$ cat src/rtl/mem_unit_pkg.sv
// mem_unit_pkg
//   Shared definitions for the memory access unit: command encodings issued by
//   the control unit, FSM state encodings, and a small command classifier.
//   No ports (package).
package mem_unit_pkg;

  // Command encodings on the 3-bit cmd bus
  localparam logic [2:0] CMD_NOP   = 3'd0;
  localparam logic [2:0] CMD_FETCH = 3'd1;
  localparam logic [2:0] CMD_LOAD  = 3'd2;
  localparam logic [2:0] CMD_STORE = 3'd3;
  localparam logic [2:0] CMD_PUSH  = 3'd4;
  localparam logic [2:0] CMD_POP   = 3'd5;
  localparam logic [2:0] CMD_JUMP  = 3'd6;

  // FSM state encodings
  localparam logic [1:0] ST_IDLE = 2'd0;
  localparam logic [1:0] ST_REQ  = 2'd1;
  localparam logic [1:0] ST_DONE = 2'd2;

  // True for commands whose memory access is a write
  function automatic logic is_write_cmd(input logic [2:0] c);
    return (c == CMD_STORE) || (c == CMD_PUSH);
  endfunction

endpackage

$ cat src/rtl/mem_access_unit.sv
// mem_access_unit
//   Executes FETCH/LOAD/STORE/PUSH/POP/JUMP commands from the control unit,
//   drives a request/acknowledge memory port with arbitrary wait states and
//   owns the architectural PC, SP, IR and MDR registers.
//
//   Ports
//     clk, reset            rising-edge clock, synchronous active-high reset
//     cmd_valid/cmd_ready   command handshake (accepted when both high)
//     cmd, cmd_addr,        command code, LOAD/STORE address or JUMP target,
//     cmd_wdata             STORE/PUSH write data
//     mem_req, mem_we,      memory request (held until mem_ack), write enable,
//     mem_addr, mem_wdata   address (MAR) and write data (MDR)
//     mem_rdata, mem_ack    read data and single-cycle acknowledge
//     done, err             completion pulse; err pulses with done on abort
//     pc, sp, ir, mdr       architectural registers
//
//   Optional feature: define MEM_TIMEOUT_EN to abort a request that has not
//   been acknowledged within TIMEOUT cycles (done=err=1, registers restored).
//   Without it the request waits indefinitely.
module mem_access_unit
  import mem_unit_pkg::*;
#(
  parameter int                DATA_W      = 16,
  parameter int                ADDR_W      = 16,
  parameter logic [ADDR_W-1:0] PC_RESET    = '0,
  parameter logic [ADDR_W-1:0] SP_INIT     = 'hFFFF,
  parameter logic [ADDR_W-1:0] STACK_LIMIT = 'hFF00,
  parameter int                TIMEOUT     = 15
) (
  input  logic              clk,
  input  logic              reset,
  input  logic              cmd_valid,
  output logic              cmd_ready,
  input  logic [2:0]        cmd,
  input  logic [ADDR_W-1:0] cmd_addr,
  input  logic [DATA_W-1:0] cmd_wdata,
  output logic              mem_req,
  output logic              mem_we,
  output logic [ADDR_W-1:0] mem_addr,
  output logic [DATA_W-1:0] mem_wdata,
  input  logic [DATA_W-1:0] mem_rdata,
  input  logic              mem_ack,
  output logic              done,
  output logic              err,
  output logic [ADDR_W-1:0] pc,
  output logic [ADDR_W-1:0] sp,
  output logic [DATA_W-1:0] ir,
  output logic [DATA_W-1:0] mdr
);

  logic [1:0]        state_reg;
  logic [2:0]        op_reg;      // command currently in flight
  logic [ADDR_W-1:0] pc_reg;
  logic [ADDR_W-1:0] sp_reg;
  logic [ADDR_W-1:0] mar_reg;
  logic [DATA_W-1:0] ir_reg;
  logic [DATA_W-1:0] mdr_reg;
  logic              we_reg;
  logic              err_reg;

`ifdef MEM_TIMEOUT_EN
  localparam int CNT_W = $clog2(TIMEOUT + 1);
  logic [CNT_W-1:0]  cnt_reg;
  // Pre-command copies so an aborted request leaves no trace
  logic [ADDR_W-1:0] sp_save_reg;
  logic [DATA_W-1:0] mdr_save_reg;
`endif

  always_ff @(posedge clk) begin
    if (reset) begin
      state_reg <= ST_IDLE;
      op_reg    <= CMD_NOP;
      pc_reg    <= PC_RESET;
      sp_reg    <= SP_INIT;
      mar_reg   <= '0;
      ir_reg    <= '0;
      mdr_reg   <= '0;
      we_reg    <= 1'b0;
      err_reg   <= 1'b0;
`ifdef MEM_TIMEOUT_EN
      cnt_reg      <= '0;
      sp_save_reg  <= SP_INIT;
      mdr_save_reg <= '0;
`endif
    end else begin
      // err is only ever high during the single DONE cycle
      err_reg <= 1'b0;
      case (state_reg)
        ST_IDLE: begin
          if (cmd_valid) begin
            op_reg <= cmd;
            we_reg <= is_write_cmd(cmd);
`ifdef MEM_TIMEOUT_EN
            cnt_reg      <= '0;
            sp_save_reg  <= sp_reg;
            mdr_save_reg <= mdr_reg;
`endif
            case (cmd)
              CMD_FETCH: begin
                mar_reg   <= pc_reg;
                state_reg <= ST_REQ;
              end
              CMD_LOAD: begin
                mar_reg   <= cmd_addr;
                state_reg <= ST_REQ;
              end
              CMD_STORE: begin
                mar_reg   <= cmd_addr;
                mdr_reg   <= cmd_wdata;
                state_reg <= ST_REQ;
              end
              CMD_PUSH: begin
                if (sp_reg == STACK_LIMIT) begin
                  // Overflow: no access, SP untouched
                  we_reg    <= 1'b0;
                  err_reg   <= 1'b1;
                  state_reg <= ST_DONE;
                end else begin
                  // Full-descending stack: pre-decrement, write at new SP
                  sp_reg    <= sp_reg - ADDR_W'(1);
                  mar_reg   <= sp_reg - ADDR_W'(1);
                  mdr_reg   <= cmd_wdata;
                  state_reg <= ST_REQ;
                end
              end
              CMD_POP: begin
                if (sp_reg == SP_INIT) begin
                  // Underflow: stack empty
                  err_reg   <= 1'b1;
                  state_reg <= ST_DONE;
                end else begin
                  mar_reg   <= sp_reg;
                  state_reg <= ST_REQ;
                end
              end
              CMD_JUMP: begin
                pc_reg    <= cmd_addr;
                state_reg <= ST_DONE;
              end
              default: begin
                // NOP and unused encodings complete without memory traffic
                state_reg <= ST_DONE;
              end
            endcase
          end
        end

        ST_REQ: begin
          if (mem_ack) begin
            we_reg    <= 1'b0;
            state_reg <= ST_DONE;
            case (op_reg)
              CMD_FETCH: begin
                ir_reg <= mem_rdata;
                pc_reg <= pc_reg + ADDR_W'(1);
              end
              CMD_LOAD: begin
                mdr_reg <= mem_rdata;
              end
              CMD_POP: begin
                mdr_reg <= mem_rdata;
                sp_reg  <= sp_reg + ADDR_W'(1);
              end
              default: begin
              end
            endcase
          end
`ifdef MEM_TIMEOUT_EN
          else if (cnt_reg == CNT_W'(TIMEOUT - 1)) begin
            // Abort: this was the last waiting cycle with no ack
            we_reg    <= 1'b0;
            err_reg   <= 1'b1;
            sp_reg    <= sp_save_reg;
            mdr_reg   <= mdr_save_reg;
            state_reg <= ST_DONE;
          end else begin
            cnt_reg <= cnt_reg + CNT_W'(1);
          end
`endif
        end

        ST_DONE: begin
          state_reg <= ST_IDLE;
        end

        default: begin
          state_reg <= ST_IDLE;
        end
      endcase
    end
  end

  assign cmd_ready = (state_reg == ST_IDLE);
  assign mem_req   = (state_reg == ST_REQ);
  assign mem_we    = we_reg;
  assign mem_addr  = mar_reg;
  assign mem_wdata = mdr_reg;
  assign done      = (state_reg == ST_DONE);
  assign err       = err_reg;
  assign pc        = pc_reg;
  assign sp        = sp_reg;
  assign ir        = ir_reg;
  assign mdr       = mdr_reg;

endmodule
$ cat config.mk
export PLATFORM = sky130hd
export DESIGN_NAME = mem_access_unit
export DESIGN_NICKNAME = d
export VERILOG_FILES = /design/src/rtl/mem_unit_pkg.sv /design/src/rtl/mem_access_unit.sv
export SDC_FILE = /design/constraint.sdc
export NUM_CORES = 1
export LEC_CHECK = 0
export BUFFER_PORTS_ARGS = -buffer_cell sky130_fd_sc_hd__clkbuf_2
export CORE_UTILIZATION = 45
export CTS_BUF_LIST = sky130_fd_sc_hd__clkbuf_8 sky130_fd_sc_hd__clkbuf_16
export DETAILED_ROUTE_END_ITERATION = 16
export PLACE_DENSITY = 0.79
export SLEW_MARGIN = 20
export SYNTH_ARGS = -nofsm -noshare
export SYNTH_HDL_FRONTEND = slang
export SYNTH_SLANG_ARGS = --single-unit
$ cat constraint.sdc
create_clock -name clk -period 3.65 [get_ports clk]
set_input_delay 0.73 -clock clk [delete_from_list [all_inputs] [get_ports clk]]
set_output_delay 0.73 -clock clk [all_outputs]
set_load 0.005 [all_outputs]
==> results.cfg <==
[synthesis]
syn_inst = 707
synth_ff_type = dfxtp_1
synth_top_area_share = 0.315
syn_area_per_cell_um2 = 7.81
yosysSeqAreaShare = 0.315
synth_area_leaders = dfxtp_1 (32%), a21oi_1 (6.9%), nand2_1 (6.0%)
synth_commonest_cells = nand2_1 (88), dfxtp_1 (87), a21oi_1 (76)
synth-edff-count = 0
async_reset_ff_frac = 0
yosysTopAreaCell = dfxtp_1
syn-num-nets = 766
yosysWarnings = 0
netlist_area_um2 = 5520
synth-seq-cells = 87
yosysMostFrequentCell = nand2_1
synth.distinct_cells = 77

[power_and_ir_drop]
pwr-share-comb = 0.205
finalPower_uw = 2580
ir_worst_vdd_uv = 182
switching_power_uw = 772
switching_share = 0.300
seqPwrFrac = 0.415
clkPwrFrac = 0.380
pwr_density_cell_nw_per_um2 = 393
leakagePower_uw = 0.00269
internal-power_uw = 1800

[worst_setup_path]
critPathKind = reg2reg
crit_fanout = 27
r2r-start = sp[0]$_SDFFE_PP1P_
ff2ff_path_depth = 7
path_cells = inv_1 -> ha_1 -> and4_1 -> nand4_2 -> a2bb2oi_2 -> nor3_1 -> or3b_1
critPathArrivalTime_ns = 2.89
r2r_setup_slack_ns = 0.99
reg2reg_to = sp[2]$_SDFFE_PP1P_
cp_data_required_time_ns = 3.88
max_stage_delay_ns = 0.85
start_kind = register
worst_path_max_delay_cell = a2bb2oi_2
critPathCaptureType = register

[layout]
num-fill-cells = 1138
multi_input_area_um2 = 3360
regArea_um2 = 1740
fin_cells = 957
drive_gt1_frac = 0.284
diodes = 0
nNetsFinal = 864
area_growth_pct = 18.5

[drt]
routed_wl_mm = 16.4
drtIter0Drc = 598
drc_errors = 0
dr.pass1.iters = 5
via_count = 5802
ant_nets = 0
drt-vias-per-instance = 6.06
post_drt_wl_per_cell_um = 17.1

[worst_hold_path]
hold_end = ir[5]$_SDFFE_PP0P_
holdPathStages = 2
hp-start = ir[5]$_SDFFE_PP0P_
hold_path.class = reg2reg

[clock_tree]
ctsResizeCount = 0
clk_path_buf_depth = 2
post_cts_buffers = 0
hold_buffers = 0
numCtsBuffers = 9
clockRootBuffer = clkbuf_16
clk_latency_ns = 0.36
clkSinkCount = 87
htree_levels = 3
clkTransAtPathRegs_ns = 0.06
cts_tree = yes

[floorplan]
start_util = 0.460
ios = 156
die_y_um = 113
die_w_um = 113
die_area_um2 = 12700
fp.coreArea_um2 = 12000
rows = 40

[grt]
grt_util_met1 = 0.351
grt_max_degree = 49
grt_busiest_layer = met2
grt_first_pass_wirelength_mm = 25.9
use_met3 = 0.0412
grt_use_total = 0.258
grt_pass1_vias = 4896
grt-ovfl-total = 0
use_met2 = 0.405
antenna_found_initial = 0

[timing]
relSlewSlack = 0.324
fin_worst_skew_ns = 0.00964
fin_crit_sh = 0.729
fin_crit_ns = 2.66
hold_viol = 0
tightest_slew_ns = 1.01
setup_viol = 0
setup_tns_ns = 0
drv_slew = 0
max_freq_mhz = 376
rsz0062_at_grt = no

[run]
cap_viol_max_count = 0

[placed_design]
place_hpwl_mm = 11.4
placed_cells_incl_taps = 941
portBuffers = 155
gp_congestion = 0.902

[status]
run_status = complete, no violations
[cell usage in the layout, fill, tap and decap left out, types with 10 or more instances in the layout]
| master | n |
|---|---|
| a211oi_1 | 18 |
| nor2_1 | 35 |
| dfxtp_1 | 87 |
| nor3_1 | 12 |
| a211oi_2 | 10 |
| nand2_1 | 88 |
| o21ai_0 | 29 |
| nor2b_1 | 11 |
| mux2i_1 | 31 |
| nand3_1 | 34 |
| nor4_1 | 10 |
| nand4_1 | 15 |
| buf_4 | 17 |
| a21oi_1 | 76 |
| and4_1 | 10 |
| clkbuf_2 | 154 |
[area by class of cell]
cell class                 count  area share
multi-input combinational    526       0.514
clock buffer                  11      0.0386
clock inverter                 5     0.00994
timing repair buffer         172       0.138
sequential                    87       0.266
inverter                       9     0.00516
tap                          147      0.0281
[stage by stage]
step	util	setup WS [ns]	hold slack, ns	cell area [µm²]
2_1_floorplan	-	1.24	0.452	5520
3_3_place_gp	0.518	0.883	0.443	6230
3_5_place_dp	0.518	0.851	0.448	6230
4_1_cts	0.545	0.995	0.457	6550
5_1_grt	0.545	0.717	0.472	6550
6_report	0.545	0.990	0.456	6550
[power groups by stage]
stage	Combinational (µW)	Clock, µW	Sequential [µW]
after floorplan	371	0	1070
after global placement	515	0	1090
after detailed placement	520	0	1090
after CTS	525	987	1070
after global routing	582	1030	1080
final	528	978	1070
[worst max-delay path, delay by kind of cell (launching register included)]
family                   cells  cell delay, ns
flip-flops                   1            0.45
buffers and inverters        1            0.18
AND/OR/NAND/NOR              4            0.89
AO/OA/AOI/OAI                1            0.85
adder cells (fa/ha/maj)      1            0.16
[how the worst max path moves through the flow]
stage / start / endpoint / slack [ns]
4_1_cts: state_reg[0]$_SDFFE_PP0P_ / sp[2]$_SDFFE_PP1P_ / 1.0
6_report: sp[0]$_SDFFE_PP1P_ / sp[2]$_SDFFE_PP1P_ / 0.99
3_3_place_gp: cmd[2] / sp[7]$_SDFFE_PP1P_ / 0.88
2_1_floorplan: cmd[0] / sp[7]$_SDFFE_PP1P_ / 1.24
3_5_place_dp: cmd[2] / sp[7]$_SDFFE_PP1P_ / 0.85
5_1_grt: state_reg[0]$_SDFFE_PP0P_ / sp[2]$_SDFFE_PP1P_ / 0.72
[layer usage]
metal / vias up / routed length, µm
met5: - / 0
li1: 2791 / -
met4: 0 / 446
met1: 2704 / 7340
met2: 272 / 7450
met3: 35 / 1150
[logic make-up (layout without fill, tap and decap cells)]
logic type | Yosys count | count (layout) | synth area share
and+or+nand+nor | 273 | 273 | 0.263
DFF | 87 | 87 | 0.315
buffers and inverters | 94 | 197 | 0.0784
adders and majority gates | 4 | 4 | 0.00906
muxes | 38 | 38 | 0.0704
AOI/OAI and AO/OA | 200 | 200 | 0.246
xor gates and xnor gates | 11 | 11 | 0.0174
Power figures use the tool's default switching activity.
